`src/rtl/alarm_sequencer.sv`:
```
// rtl/alarm_sequencer.sv - alarm arming/trigger FSM, DAC config handshake and tone cadence
// Optional feature macro: ALARM_AUTO_RESET_EN (leave ALARM after DEBOUNCE consecutive clear samples)
module alarm_sequencer #(
    parameter logic [7:0] THRESH    = 8'd50,
    parameter logic [7:0] HYST      = 8'd10,
    parameter int         DEBOUNCE  = 4,
    parameter int         ARM_DELAY = 1_000_000,
    parameter int         TONE_DIV  = 25_000,
    parameter int         BEEP_LEN  = 5_000_000,
    parameter logic [7:0] CFG_ON    = 8'hA5,
    parameter logic [7:0] CFG_OFF   = 8'h5A
) (
    input  logic       CLK,
    input  logic       RST,
    input  logic [7:0] Distance,
    input  logic       Dist_Valid,
    input  logic       Arm,
    input  logic       Silence,
    input  logic       I2C_Ack,
    output logic       I2C_Req,
    output logic [7:0] I2C_Byte,
    output logic       Sound,
    output logic       Alarm_Active,
    output logic [2:0] State
);

`ifdef ALARM_AUTO_RESET_EN
    localparam bit AUTO_RESET = 1'b1;
`else
    localparam bit AUTO_RESET = 1'b0;
`endif

    localparam int AW = $clog2(ARM_DELAY + 1);
    localparam int DW = $clog2(DEBOUNCE + 1);
    localparam int TW = $clog2(TONE_DIV + 1);
    localparam int CW = $clog2(2 * BEEP_LEN + 1);

    localparam logic [AW-1:0] ARM_LAST  = AW'(ARM_DELAY - 1);
    localparam logic [DW-1:0] DEB_N     = DW'(DEBOUNCE);
    localparam logic [TW-1:0] TONE_LAST = TW'(TONE_DIV - 1);
    localparam logic [CW-1:0] CAD_LAST  = CW'(2 * BEEP_LEN - 1);
    localparam logic [CW-1:0] BEEP_N    = CW'(BEEP_LEN);

    // Clear level saturates at 255 so a large THRESH+HYST cannot wrap to a small value.
    localparam logic [8:0] CLR_SUM = {1'b0, THRESH} + {1'b0, HYST};
    localparam logic [7:0] CLR_LVL = CLR_SUM[8] ? 8'hFF : CLR_SUM[7:0];

    typedef enum logic [2:0] {
        DISARMED  = 3'd0,
        ARMING    = 3'd1,
        WATCH     = 3'd2,
        CONFIRM   = 3'd3,
        CFG_ON_S  = 3'd4,
        ALARM     = 3'd5,
        CFG_OFF_S = 3'd6
    } state_t;

    state_t        state, nxt;
    logic [AW-1:0] arm_cnt;
    logic [DW-1:0] deb_cnt, clr_cnt;
    logic [TW-1:0] tone_cnt;
    logic [CW-1:0] cad_cnt, cad_nxt;
    logic          sil_pend;
    logic          close, clear;

    assign close   = Distance < THRESH;
    assign clear   = Distance >= CLR_LVL;
    assign cad_nxt = (cad_cnt == CAD_LAST) ? '0 : cad_cnt + CW'(1);
    assign State   = state;

    always_comb begin
        nxt = state;
        case (state)
            DISARMED:  if (Arm) nxt = ARMING;
            ARMING:    if (!Arm) nxt = DISARMED;
                       else if (arm_cnt == ARM_LAST) nxt = WATCH;
            WATCH:     if (!Arm) nxt = DISARMED;
                       else if (Dist_Valid && close) nxt = (DEBOUNCE == 1) ? CFG_ON_S : CONFIRM;
            CONFIRM:   if (!Arm) nxt = DISARMED;
                       else if (Dist_Valid) begin
                           if (!close) nxt = WATCH;
                           else if (deb_cnt + DW'(1) == DEB_N) nxt = CFG_ON_S;
                       end
            // Arm=0 here does not abort the transfer; ALARM then sees Arm=0 and mutes.
            CFG_ON_S:  if (I2C_Ack) nxt = ALARM;
            ALARM:     if (!Arm || Silence || sil_pend) nxt = CFG_OFF_S;
                       else if (AUTO_RESET && Dist_Valid && clear && (clr_cnt + DW'(1) == DEB_N))
                           nxt = CFG_OFF_S;
            CFG_OFF_S: if (I2C_Ack) nxt = Arm ? WATCH : DISARMED;
            default:   nxt = DISARMED;
        endcase
    end

    always_ff @(posedge CLK or negedge RST) begin
        if (!RST) begin
            state        <= DISARMED;
            arm_cnt      <= '0;
            deb_cnt      <= '0;
            clr_cnt      <= '0;
            tone_cnt     <= '0;
            cad_cnt      <= '0;
            sil_pend     <= 1'b0;
            I2C_Req      <= 1'b0;
            I2C_Byte     <= 8'h00;
            Sound        <= 1'b0;
            Alarm_Active <= 1'b0;
        end else begin
            state        <= nxt;
            Alarm_Active <= (nxt == CFG_ON_S) || (nxt == ALARM) || (nxt == CFG_OFF_S);
            I2C_Req      <= (nxt == CFG_ON_S) || (nxt == CFG_OFF_S);
            if (nxt == CFG_ON_S && state != CFG_ON_S)
                I2C_Byte <= CFG_ON;
            else if (nxt == CFG_OFF_S && state != CFG_OFF_S)
                I2C_Byte <= CFG_OFF;

            arm_cnt <= (state == ARMING && nxt == ARMING) ? arm_cnt + AW'(1) : '0;

            if (nxt == CONFIRM)
                deb_cnt <= (Dist_Valid && close) ? deb_cnt + DW'(1) : deb_cnt;
            else
                deb_cnt <= '0;

            if (state == ALARM && nxt == ALARM) begin
                if (Dist_Valid)
                    clr_cnt <= !clear ? '0 : (clr_cnt == DEB_N) ? clr_cnt : clr_cnt + DW'(1);
            end else begin
                clr_cnt <= '0;
            end

            // A Silence seen during the ON transfer is carried into the first ALARM cycle.
            sil_pend <= (state == CFG_ON_S) && (sil_pend || Silence);

            if (state == ALARM && nxt == ALARM) begin
                cad_cnt <= cad_nxt;
                if (cad_nxt == '0 || cad_nxt >= BEEP_N) begin
                    tone_cnt <= '0;
                    Sound    <= 1'b0;
                end else if (tone_cnt == TONE_LAST) begin
                    tone_cnt <= '0;
                    Sound    <= ~Sound;
                end else begin
                    tone_cnt <= tone_cnt + TW'(1);
                end
            end else begin
                cad_cnt  <= '0;
                tone_cnt <= '0;
                Sound    <= 1'b0;
            end
        end
    end

endmodule
```
`config.mk`:
```
export PLATFORM = sky130hd
export DESIGN_NAME = alarm_sequencer
export DESIGN_NICKNAME = d
export VERILOG_FILES = /design/src/rtl/alarm_sequencer.sv
export SDC_FILE = /design/constraint.sdc
export NUM_CORES = 1
export LEC_CHECK = 0
export BUFFER_PORTS_ARGS = -buffer_cell sky130_fd_sc_hd__buf_4
export CAP_MARGIN = 0
export CORE_UTILIZATION = 57
export DETAILED_ROUTE_END_ITERATION = 12
export PLACE_DENSITY = 0.76
export REMOVE_ABC_BUFFERS = 1
export SETUP_SLACK_MARGIN = 0.02
export SKIP_CTS_REPAIR_TIMING = 1
export SKIP_LAST_GASP = 1
export SLEW_MARGIN = 20
export SYNTH_ARGS = -nofsm -noshare
export SYNTH_HDL_FRONTEND = slang
export SYNTH_SLANG_ARGS = --single-unit
```
`constraint.sdc`:
```
create_clock -name CLK -period 8.73 [get_ports CLK]
set_clock_uncertainty 0.15 [all_clocks]
set_input_delay 0.873 -clock CLK [delete_from_list [all_inputs] [get_ports CLK]]
set_output_delay 0.873 -clock CLK [all_outputs]
set_load 0.05 [all_outputs]
```
Word-level counts from Yosys, hierarchy flattened

Cells that the tools add are included.

Bits in registers: 77
Input port bits: 14
Word-level logic and storage cells: 80

$add $sub $neg: 4
Magnitude comparators: 2
Equality and inequality tests: 19
Mux-type cells: 27
Bitwise gates (word level): 1
Reductions and logical operators: 17

Operators by type and width:

| kind                  | number |
|---|---|
| $mux 24               | 2 |
| $mux 15               | 3 |
| $mux 3                | 14 |
| $add 24x1->24 const B | 1 |
| $eq 24x24->1 const B  | 1 |
| $ge 24x23->1 const B  | 1 |
| $logic_not 24->1      | 1 |
| $eq 3x3->1 const B    | 7 |
| $pmux 3 s7            | 1 |
| $add 20x1->20 const B | 1 |
| $eq 20x20->1 const B  | 1 |
| $mux 20               | 1 |
| $mux 8                | 2 |
| $add 15x1->15 const B | 1 |
| $eq 15x15->1 const B  | 1 |
| $eq 3x2->1 const B    | 3 |
| $lt 8x6->1 const B    | 1 |
| $logic_or 1x1->1      | 7 |
| $eq 3x1->1 const B    | 2 |
| $logic_and 1x1->1     | 6 |
| $ne 3x3->1 const B    | 2 |
| $add 3x1->3 const B   | 1 |
| $logic_not 3->1       | 1 |
| $mux 1                | 3 |
| 6 further kinds       | 6 |

Logic depth before layout (Yosys ltp)

Word-level depth: 11
Mapped depth: 10
Depth with buffers taken out: 9

Worst setup path before layout

Ideal clock, no wire load.

Path kind: reg-to-reg
From: reg cad_cnt[0]
To: reg tone_cnt[13]
Data arrival time: 2.613 ns
Setup slack: 5.833 ns
Stages on the path, launching flop included: 11
Period minus slack after synthesis: 2.897 ns
Cell sequence: dfrtp_1 > ha_1 > nand4_4 > nor3_2 > nand3_1 > xor2_1 > nor4b_1 > o211ai_1 > a211oi_2 > buf_6 > nor4_2

Cells in the longest elaborated chain, start to end: 6
Elaborated cells between the ends (all ways): 8

RTL lines:

| item                                             | line | source |
|---|---|---|
| start, declared                                  | 62   | `logic [CW-1:0] cad_cnt, cad_nxt;` |
| start signal, assigned                           | 134  | `cad_cnt <= cad_nxt;` |
| $add 24x1->24 or $eq 24x24->1 (tied branches)    | 68   | `assign cad_nxt = (cad_cnt == CAD_LAST) ? '0 : cad_cnt + CW'(1);` |
| $mux 24 (*)                                      | 68   |  |
| $ge 24x23->1 or $logic_not 24->1 (tied branches) | 135  | `if (cad_nxt == '0 \|\| cad_nxt >= BEEP_N) begin` |
| $logic_or 1x1->1 (*)                             | 135  |  |
| $mux 15 (*)                                      | 135  |  |
| $mux 15 (*)                                      | 133  | `if (state == ALARM && nxt == ALARM) begin` |
| end signal, assigned                             | 142  | `tone_cnt <= tone_cnt + TW'(1);` |
| end, declared                                    | 61   | `logic [TW-1:0] tone_cnt;` |

Every way passes the cells marked *; elsewhere a longest branch is shown, timed or not.
A chain may end at the register's enable or synchronous reset.

Worst setup path after layout

From: reg cad_cnt[7]
To: reg tone_cnt[14]

Same word-level chain as after synthesis.

==> impl_metrics.tcl <==
set metrics [dict create \
    status "finished clean" \
    netlist_area_um2 3980 \
    grt_start_max_net_pins 72 \
    overflow 0 \
    placementRows 30 \
    cap_viol_max_count 0 \
    cellPowerDensity_nw_per_um2 137 \
    wirelength_um 7520 \
    cts-root-buf "clkbuf_8" \
    firstDrtPassIters 4 \
    place.gp.congestion 0.865 \
    numPortBuffers 26 \
    die-area_um2 7330 \
    power_frac_clock_pct 40.2 \
    synth_flop_cell "dfrtp_1" \
    critPathBufInv 0 \
    clkSlewWorstSetupHoldPaths_ps 80 \
    yosys_warnings 0 \
    regArea_um2 1780 \
    place_area_um2 4110 \
    holdCritStartpoint "tone_cnt[0]" \
    r2r-start "cad_cnt[7]" \
    p_leak_nw 1.80 \
    fin_util_pct 63.5 \
    die_w_um 85.6 \
    critPathMaxFanout 16 \
    hold_path.class "flop to flop" \
    dpl.hpwl_um 5180 \
    htree_levels 3 \
    cp-end-kind "flop" \
    slowest_delay_ps 740 \
    synth-edff-count 0 \
    rsz0062_at_grt "false" \
    clockBufferDepth 2 \
    yosysSeqAreaShare_pct 44.6 \
    setup_viol 0 \
    finalCriticalPeriod_ps 3720 \
    tightest_slew_ps 856 \
    syn_to_final_growth_pct 7.67 \
    pwr-share-seq_pct 56.3 \
    fin_area_um2 4290 \
    crit_family "simple AND/OR/NAND/NOR gates" \
    reg2regPathDepth 8 \
    startpoint_type "flop" \
    drtAntennaViolNets 0 \
    fillers 535 \
    drive_gt1_share_pct 15.6 \
    grt_pass1_vias 2819 \
    synth-async-reset-ratio_pct 100 \
    cp_cell_sequence "nand4_2, nor4_4, mux2i_1, nand2_1, nor4b_1, o211ai_1, a211oi_4, nor4_1" \
    wl_per_cell_um 14.7 \
    p_int_mw 0.445 \
    crit_slowest_cell "a211oi_4" \
    cts_tree "done" \
    post-place-ws_ps 4840 \
    vias_per_cell 5.86 \
    synthCells 415 \
    clk_latency_ps 350 \
    crit_required_ps 8780 \
    peakVddDrop_v 0.0000988 \
    worst_slack_ps 5010 \
    multi_input_area_um2 2010 \
    antenna_found_initial 0 \
    die_y_um 85.6 \
    grt_pass1_wl_um 12800 \
    yosysUniqueCellTypes 56 \
    setup_tns_ps 0 \
    max_freq_mhz 268 \
    switchingPower_mw 0.143 \
    min_to "tone_cnt[0]" \
    first_iter_violations 182 \
    period_share_pct 42.7 \
    crit_type "flop to flop" \
    clkSinkCount 71 \
    cts_inserted_buffers 9 \
    swShare_pct 24.3 \
    gr-usage-all-layers_pct 22.3 \
    cp_data_arrival_time_ps 3770 \
    synth-seq-cells 71 \
    r2r_setup_slack_ps 5010 \
    antenna_cells 0 \
    core_um2 6760 \
    combinationalPowerShare_pct 3.5 \
    slew_headroom_pct 42.9 \
    start_util_pct 58.9 \
    hold_viol_final 0 \
    nNetsFinal 444 \
    slew_violations 0 \
    drc 0 \
    vias 2990 \
    ioPinCount 28 \
    syn-mean-instance-area_um2 9.60 \
    timing.rr.end "tone_cnt[14]" \
    hold_depth 1 \
]
[synth_stat cells, drive strengths merged (2+ instances only)]
| cell | number | area, um2 |
|---|---|---|
| clkbuf | 9 | 33.8 |
| xor2 | 26 | 228 |
| a31oi | 2 | 12.5 |
| nor4b | 8 | 76.3 |
| o21ai | 10 | 53.8 |
| or2 | 4 | 25.0 |
| a211oi | 5 | 42.5 |
| nor2b | 2 | 12.5 |
| nor2 | 62 | 238 |
| nand4 | 9 | 77.6 |
| ha | 5 | 62.6 |
| o211ai | 2 | 15.0 |
| a31o | 2 | 17.5 |
| dfrtp | 71 | 1780 |
| nor3 | 14 | 80.1 |
| nand2 | 29 | 109 |
| or3 | 2 | 12.5 |
| nand3 | 30 | 150 |
| a21o | 3 | 22.5 |
| inv | 9 | 33.8 |
| and2 | 2 | 12.5 |
| a21oi | 10 | 53.8 |
| mux2i | 2 | 20.0 |
| nor4 | 14 | 130 |
| buf | 18 | 138 |
| and4 | 4 | 37.5 |
| and3 | 17 | 111 |
| xnor2 | 31 | 272 |
[flip-flops by register name, summed over array words and instances, names as in the netlist]
name	flops
sil_pend	1
cad_cnt	24
I2C_Byte	2
tone_cnt	15
Sound	1
State	3
I2C_Req	1
deb_cnt	3
Alarm_Active	1
arm_cnt	20
[routing by layer]
metal / GRT usage [%] / up-vias / share of wire [%]
met1: 30.1 / 1440 / 47
met5: 0 / - / 0
met4: 8.94 / 0 / 2.1
met3: 4.62 / 15 / 3.9
li1: - / 1469 / -
met2: 35.3 / 66 / 47
[worst reg2reg max path: cells and delay by family (launching register included)]
kind	cells	cell delay, ps
simple gates	5	1530
compound gates	2	970
flops	1	600
mux	1	340
[layout make-up]
cell class	count	share of cell area [%]
flip-flops and latches	71	41.4
well taps	80	2.33
clock inverters	6	0.846
repair buffers	26	4.55
inverters	9	0.788
multi-input cells	308	46.8
clock buffers	10	3.21
[worst max path at each step]
| stage | cells past startpoint | from | to | slack [ps] |
|---|---|---|---|---|
| floorplan | 9 | cad_cnt[0] | tone_cnt[14] | 5600 |
| global placement | 8 | cad_cnt[7] | tone_cnt[8] | 4960 |
| detailed placement | 8 | cad_cnt[7] | tone_cnt[14] | 4840 |
| CTS | 8 | cad_cnt[7] | tone_cnt[1] | 4860 |
| global route | 9 | cad_cnt[0] | tone_cnt[14] | 4720 |
| finish | 8 | cad_cnt[7] | tone_cnt[14] | 5010 |
[cells by family after synthesis]
kind of cell / after synthesis / share of synthesized area (%)
muxes: 2 / 0.503
and+or+nand+nor: 200 / 27.7
xor gates and xnor gates: 57 / 12.5
buffers and inverters: 36 / 5.15
AOI/OAI and AO/OA: 44 / 7.92
DFF: 71 / 44.6
adders and majority gates: 5 / 1.57
[through the flow]
step	power [mW]	hold slack, ps	instances
2_1_floorplan	0.345	305	388
3_3_place_gp	0.359	324	494
3_5_place_dp	0.359	323	494
4_1_cts	0.596	338	510
5_1_grt	0.611	363	510
6_report	0.588	334	510
[placed cells by master (no fill, tap or decap), drive strengths merged, types with 14 or more instances in the layout]
cell type   n
nand3      30
xor2       26
buf        26
nor2       62
and3       17
xnor2      31
dfrtp      71
nor3       14
nand2      29
nor4       14
[power groups by stage]
stage,sequential [mW],clock (mW),combinational [mW]
after global placement,0.338,0,0.0210
final,0.331,0.236,0.0208
after floorplan,0.339,0,0.00644
after detailed placement,0.338,0,0.0216
after global routing,0.331,0.256,0.0241
after CTS,0.331,0.243,0.0216
Power figures use the tool's default switching activity.
